==> src/rtl/interrupt_controller.sv <==
// Interrupt entry/exit sequencer and system register file (PCS, IHA, IRA, IDN).
// Optional internal timer interrupt is enabled by defining INTC_TIMER_EN.
module interrupt_controller #(
  parameter int unsigned           NUM_DEV    = 4,
  parameter int unsigned           DATA_WIDTH = 32,
  parameter logic [DATA_WIDTH-1:0] IHA_RESET  = DATA_WIDTH'(32'h00000040)
) (
  input  logic                  clk,
  input  logic                  reset_n,
  input  logic [NUM_DEV-1:0]    intReq,
  input  logic                  pipeReady,
  input  logic [DATA_WIDTH-1:0] pcResume,
  input  logic                  isReti,
  input  logic                  isRSR,
  input  logic                  isWSR,
  input  logic [3:0]            sysRegAddr,
  input  logic [DATA_WIDTH-1:0] sysDataIn,
  output logic [DATA_WIDTH-1:0] sysDataOut1,
  output logic                  intaSig,
  output logic [DATA_WIDTH-1:0] intaAddr,
  output logic [NUM_DEV-1:0]    intAck,
  output logic                  inHandler
);

  localparam int unsigned IDW = $clog2(NUM_DEV + 1);
`ifdef INTC_TIMER_EN
  localparam int unsigned NREQ = NUM_DEV + 1;
`else
  localparam int unsigned NREQ = NUM_DEV;
`endif

  typedef enum logic [1:0] {IDLE, ACK, HANDLER} state_t;

  state_t                  state, next_state;
  logic                    ie, oie;
  logic [DATA_WIDTH-1:0]   iha, ira;
  logic [IDW-1:0]          idn;
  logic [NREQ-1:0]         req;
  logic [IDW-1:0]          grant;
  logic                    take;

`ifdef INTC_TIMER_EN
  logic [DATA_WIDTH-1:0]   tlim, tcnt;
  logic                    tmr_pend;
  logic                    tmr_hit;

  // The wrap cycle itself already requests, so the grant lands one cycle
  // earlier than waiting for the sticky bit to be visible.
  assign tmr_hit = (tlim != '0) && (tcnt == tlim - DATA_WIDTH'(1));
  assign req     = {tmr_pend | tmr_hit, intReq};

  // Timer counter, limit and sticky pending bit
  always_ff @(posedge clk) begin
    if (!reset_n) begin
      tlim     <= '0;
      tcnt     <= '0;
      tmr_pend <= 1'b0;
    end else begin
      if (state == ACK && idn == IDW'(NUM_DEV))
        tmr_pend <= 1'b0;
      if (tmr_hit) begin
        tcnt     <= '0;
        tmr_pend <= 1'b1;
      end else if (tlim != '0) begin
        tcnt <= tcnt + DATA_WIDTH'(1);
      end
      if (isWSR && sysRegAddr == 4'd4) begin
        tlim <= sysDataIn;
        tcnt <= '0;
      end
      if (isWSR && sysRegAddr == 4'd5)
        tcnt <= sysDataIn;
    end
  end
`else
  assign req = intReq;
`endif

  // Lowest-index request wins
  always_comb begin
    grant = '0;
    for (int unsigned i = NREQ; i > 0; i--) begin
      if (req[i-1]) grant = IDW'(i - 1);
    end
  end

  assign take = (state == IDLE) && ie && (|req) && pipeReady && !isWSR && !isReti;

  // State register
  always_ff @(posedge clk) begin
    if (!reset_n) state <= IDLE;
    else          state <= next_state;
  end

  // Next-state and state-decoded outputs
  always_comb begin
    next_state = state;
    intaSig    = 1'b0;
    inHandler  = 1'b0;
    intaAddr   = ira;
    intAck     = '0;
    case (state)
      IDLE: begin
        if (take) next_state = ACK;
      end
      ACK: begin
        next_state = HANDLER;
        intaSig    = 1'b1;
        inHandler  = 1'b1;
        intaAddr   = iha;
        for (int unsigned i = 0; i < NUM_DEV; i++) begin
          if (idn == IDW'(i)) intAck[i] = 1'b1;
        end
      end
      HANDLER: begin
        inHandler = 1'b1;
        if (isReti) next_state = IDLE;
      end
      default: next_state = IDLE;
    endcase
  end

  // System registers; WSR applies first, then entry/RETI effects override
  always_ff @(posedge clk) begin
    if (!reset_n) begin
      ie  <= 1'b0;
      oie <= 1'b0;
      iha <= IHA_RESET;
      ira <= '0;
      idn <= '0;
    end else begin
      if (isWSR) begin
        case (sysRegAddr)
          4'd0: begin
            ie  <= sysDataIn[0];
            oie <= sysDataIn[1];
          end
          4'd1:    iha <= sysDataIn;
          4'd2:    ira <= sysDataIn;
          default: ;
        endcase
      end
      if (take) begin
        idn <= grant;
        ira <= pcResume;
        oie <= ie;
        ie  <= 1'b0;
      end
      if (isReti && state != ACK)
        ie <= oie;
    end
  end

  // Combinational RSR read port
  always_comb begin
    sysDataOut1 = '0;
    if (isRSR) begin
      case (sysRegAddr)
        4'd0: begin
          sysDataOut1[0] = ie;
          sysDataOut1[1] = oie;
        end
        4'd1: sysDataOut1 = iha;
        4'd2: sysDataOut1 = ira;
        4'd3: sysDataOut1[IDW-1:0] = idn;
`ifdef INTC_TIMER_EN
        4'd4: sysDataOut1 = tlim;
        4'd5: sysDataOut1 = tcnt;
`endif
        default: sysDataOut1 = '0;
      endcase
    end
  end

endmodule

==> config.mk <==
export PLATFORM = sky130hd
export DESIGN_NAME = interrupt_controller
export DESIGN_NICKNAME = d
export VERILOG_FILES = /design/src/rtl/interrupt_controller.sv
export SDC_FILE = /design/constraint.sdc
export NUM_CORES = 1
export LEC_CHECK = 0
export CORE_MARGIN = 1
export CORE_UTILIZATION = 40
export DETAILED_ROUTE_END_ITERATION = 6
export GPL_ROUTABILITY_DRIVEN = 0
export PLACE_DENSITY = 0.82
export SYNTH_ARGS = -nofsm -noshare
export SYNTH_HDL_FRONTEND = slang
export SYNTH_SLANG_ARGS = --single-unit
==> constraint.sdc <==
create_clock -name clk -period 5.4 [get_ports clk]
set_clock_uncertainty 0.2 [all_clocks]
set_input_delay 0.81 -clock clk [delete_from_list [all_inputs] [get_ports clk]]
set_output_delay 0.81 -clock clk [all_outputs]
set_load 0.02 [all_outputs]
**Yosys cells after proc, flatten, opt, wreduce, memory -nomap -nowiden**

Index checks and enable logic that the tools add are counted.

- Bits in registers: 71
- Latch bits: 0
- Bits in writable memories: 0
- Bits in read-only memories: 0
- Bits of input ports: 78
- Output and inout bits: 70
- Logic and storage cells: 69
- Memories kept: 0

- Add/subtract/negate cells: 0
- $mul: 0
- Divide/modulo/power cells: 0
- Magnitude comparators: 0
- Eq/ne operators: 11
- Shift-type cells: 0
- Multiplexer cells: 29
- Bitwise operators: 0
- Reduce and logical (&&, ||, !) cells: 23

Operator list:

| operator | count |
|---|---|
| 32-bit two-way mux | 5 |
| 29-bit case mux with 2 select lines | 1 |
| 1-bit two-way mux | 13 |
| 2-bit AND reduction | 5 |
| 3-bit two-way mux | 3 |
| 4-bit by 2-bit equality test with 1-bit output (second input constant) | 2 |
| 2-bit case mux with 4 select lines | 1 |
| 3-bit by 2-bit equality test with 1-bit output (second input constant) | 2 |
| 1-bit logical AND | 6 |
| 2-bit two-way mux | 3 |
| 2-bit case mux with 3 select lines | 1 |
| 2-bit nonzero test | 3 |
| 3-bit nonzero test | 2 |
| 4-bit by 1-bit equality test with 1-bit output (second input constant) | 1 |
| 4-bit logical NOT | 1 |
| 4-bit two-way mux | 1 |
| 2-bit != test (second input constant) | 2 |
| 4-bit OR reduction | 1 |
| 3-bit by 1-bit equality test with 1-bit output (second input constant) | 1 |
| 3-bit logical NOT | 1 |
| 1-bit case mux with 3 select lines | 1 |
| 2-bit by 1-bit equality test with 1-bit output (second input constant) | 1 |
| 2-bit equality test (second input constant) | 1 |
| 1-bit logical NOT | 2 |
| 3 further kinds | 3 |

**Depth between registers and ports, before layout**

- Depth after elaboration: 8
- Mapped depth: 6
- Mapped depth without buffers: 5

**Worst setup path before layout**

No wires, ideal clock.

- Path type: register -> output
- Start point: reg state[1]
- End point: out intAck[0]
- Data arrival time: 1784 ps
- Data required time: 4390 ps
- Setup slack: 2606 ps
- Stages on the path, launching flop included: 6
- Path buffers: 2
- Cell sequence: dfxtp_1 > inv_1 > ha_1 > buf_2 > buf_1 > nor3b_1

- Cells in the longest elaborated chain, start to end: 2

Ends and longest elaborated chain:

| item | line | RTL |
|---|---|---|
| from (decl) | 34 | `state_t state, next_state;` |
| from (signal assigned) | 92 | `else state <= next_state;` |
| 2-bit by 1-bit equality test with 1-bit output | 102 | `case (state)` |
| 4-bit two-way mux | 102 |  |
| to (decl) | 21 | `output logic [NUM_DEV-1:0] intAck,` |

Every way passes these cells.

**Final worst setup path**

- Start point: in sysRegAddr[0]
- End point: out sysDataOut1[31]

- Cells in the longest elaborated chain, start to end: 3
- Elaborated cells between the ends (all ways): 4
- Classes of those cells: 2 x eq/ne; 2 x mux

Ends and longest elaborated chain:

| item | line | RTL |
|---|---|---|
| from (decl) | 16 | `input logic [3:0] sysRegAddr,` |
| 4-bit by 2-bit equality test with 1-bit output / 4-bit by 1-bit equality test with 1-bit output (equally long branches) | 158 | `case (sysRegAddr)` |
| 29-bit case mux with 2 select lines * | 158 |  |
| 32-bit two-way mux * | 157 | `if (isRSR) begin` |
| to (decl) | 18 | `output logic [DATA_WIDTH-1:0] sysDataOut1,` |

Mark *: on every way between the ends. The rest lies on a longest branch, timed or not.

==> results.yml <==
timing:
  fin_crit_sh_pct: 72.8
  hold_violations: 0
  maxSlewHeadroom_pct: 17.1
  rsz0062_at_grt: "no"
  tightest_slew_ns: 1.24
  period_minus_slack_ns: 3.93
  finalSetupViolCount: 0
  max_freq_mhz: 254
  setup_tns_ns: 0
  slew_violations: 0
route:
  vias: 3731
  met3WireLength_um: 628
  wl_per_cell_um: 15.5
  ant_nets: 0
  drc: 0
  routed_wl_mm: 11.0
  firstDrtPassIters: 4
  top_layer: "met4"
  drt_iter0_drc: 161
  drt-vias-per-instance: 5.26
  wirelength_met1_mm: 4.63
  met2WireLength_mm: 5.59
logic_synthesis:
  synth_fp_nets: 531
  synthesis.area_um2: 3870
  synth-seq-cells: 70
  ys_seq_area_share_pct: 36.2
  syn_inst: 449
  synth_warnings: 0
  synth_cell_type_count: 31
  syn_avg_cell_area_um2: 8.63
floorplan:
  start_util_pct: 41.5
  core-area_um2: 9330
  rows: 35
  pin_count: 148
  die_area_um2: 10100
  die_x_um: 100
  die_h_um: 100
setup_path:
  r2r_cells: 6
  cp.required_ns: 4.39
  reg2reg_setup_slack_ns: 2.85
  cp_max_fo: 16
  path_class: "input port to output pin"
  critPathCaptureType: "output pin"
  arrival_ns: 2.92
  cp-start-kind: "input port"
finish:
  multi_input_area_um2: 2280
  final_common_cell: "clkdlybuf4s50_1"
  register_area_um2: 1400
  syn2layout_area_growth_pct: 43.7
  fillers: 826
  final_area_um2: 5570
  drive_above_1_share_pct: 10.9
  n_antenna_cell: 0
  nets: 657
  final_cell_mix: "clkdlybuf4s50_1 (146), nand2_1 (78), dfxtp_1 (70)"
clocking:
  htreeDepth: 3
  clock-sinks: 70
  numCtsBuffers: 9
  holdBufCountCts: 0
  cts_resized: 0
  clockRootBuffer: "clkbuf_8"
  cts_tree: "yes"
  cts.path.max_buffers: 2
  post_cts.repair.setup_buffers: 0
  clk_pin_slew_ns: 0.07
  clkLatencyLatePin_ns: 0.34
min_path:
  hp-class: "flop to flop"
  hold_path_depth: 2
flow_run:
  max_cap_viol_count: 0
grt:
  grt_pass1_wl_mm: 17.5
  grt_usage_pct: 21.7
  grt_max_degree: 74
  grt_pass1_vias: 3741
  grt-ovfl-total: 0
  antenna_found_initial: 0
place:
  place_hpwl_mm: 7.47
  port_buffers: 147
  dpl_cell_area_um2: 5370
run_status:
  outcome: "completed"
pwr:
  vdd_ir_drop_max_v: 0.000123
  p_leak_nw: 2.09
  power_density_nw_per_um2: 202
[worst paths after layout]
check                 from               to
max          sysRegAddr[0]  sysDataOut1[31]
min                iha[15]          iha[15]
max reg2reg       state[0]           idn[0]
min reg2reg        iha[15]          iha[15]
[layout make-up]
cell class | instances | area share [%]
Clock inverter | 7 | 1.30
Inverter | 4 | 0.270
Sequential cell | 70 | 25.2
Timing Repair Buffer | 153 | 27.1
Tap cell | 129 | 2.90
Clock buffer | 9 | 2.22
Multi-Input combinational cell | 337 | 41.0
[per-stage QoR]
stage	util, %	setup WS [ns]	std cells	power (W)	hold slack [ns]
after floorplan	-	2.61	449	0.000622	0.245
after global placement	57.6	1.47	693	0.000712	0.251
after detailed placement	57.6	1.46	693	0.000715	0.260
after CTS	59.7	1.45	709	0.00114	0.270
after global routing	59.7	1.25	709	0.00117	0.289
final	59.7	1.47	709	0.00113	0.267
[synth_stat cells (all sizes together)]
cell type | count | share of area, %
nor4 | 1 | 0.16
and2 | 1 | 0.16
nor3b | 1 | 0.19
nand3 | 3 | 0.52
nand2 | 79 | 7.7
o22ai | 1 | 0.16
or4 | 1 | 0.19
inv | 4 | 0.39
nor2b | 32 | 5.2
ha | 4 | 1.3
buf | 22 | 3.0
o211ai | 1 | 0.19
a21oi | 37 | 4.8
mux2i | 36 | 9.3
nand2b | 1 | 0.16
or3 | 1 | 0.16
mux2 | 34 | 9.9
nor4b | 2 | 1.2
and3 | 2 | 0.32
dfxtp | 70 | 36
nor2 | 2 | 0.19
a21boi | 33 | 6.4
o21ai | 32 | 4.1
clkbuf | 16 | 1.6
and4bb | 1 | 0.32
a22oi | 32 | 6.2
[worst max-delay path: stages]
cell and delay, ns:
clkdlybuf4s50_1 0.65, nor4b_4 0.28, buf_4 0.28, a22oi_1 0.16, nor2b_1 0.14, clkdlybuf4s50_1 0.61
[sequential cells by signal, indices dropped and copies added, names as in the netlist]
signal and cells:
ira 32, state 2, oie 1, iha 32
ie 1, idn 2
[power breakdown]
| group | internal, W | leakage (nW) | total, W | switching, W |
|---|---|---|---|---|
| clock | 0.000214 | 0.0956 | 0.000423 | 0.000209 |
| combinational | 0.0000983 | 1.43 | 0.000174 | 0.0000761 |
| sequential | 0.000524 | 0.565 | 0.000529 | 0.00000553 |
| total | 0.000836 | 2.09 | 0.00113 | 0.000291 |
[kinds of logic after synthesis]
kind of cell,share of synthesized area [%]
mux,19.2
flops,36.2
fa+ha+maj,1.29
compound gates,21.9
buf+inv,4.97
simple gates,16.5
[metal layers]
layer | vias to the layer above | track usage [%]
met5 | - | 0
met4 | 0 | 8.25
met3 | 16 | 4.39
met2 | 123 | 39.1
met1 | 1760 | 25.2
li1 | 1832 | -
Note: power is estimated with default switching activity, not from simulation.
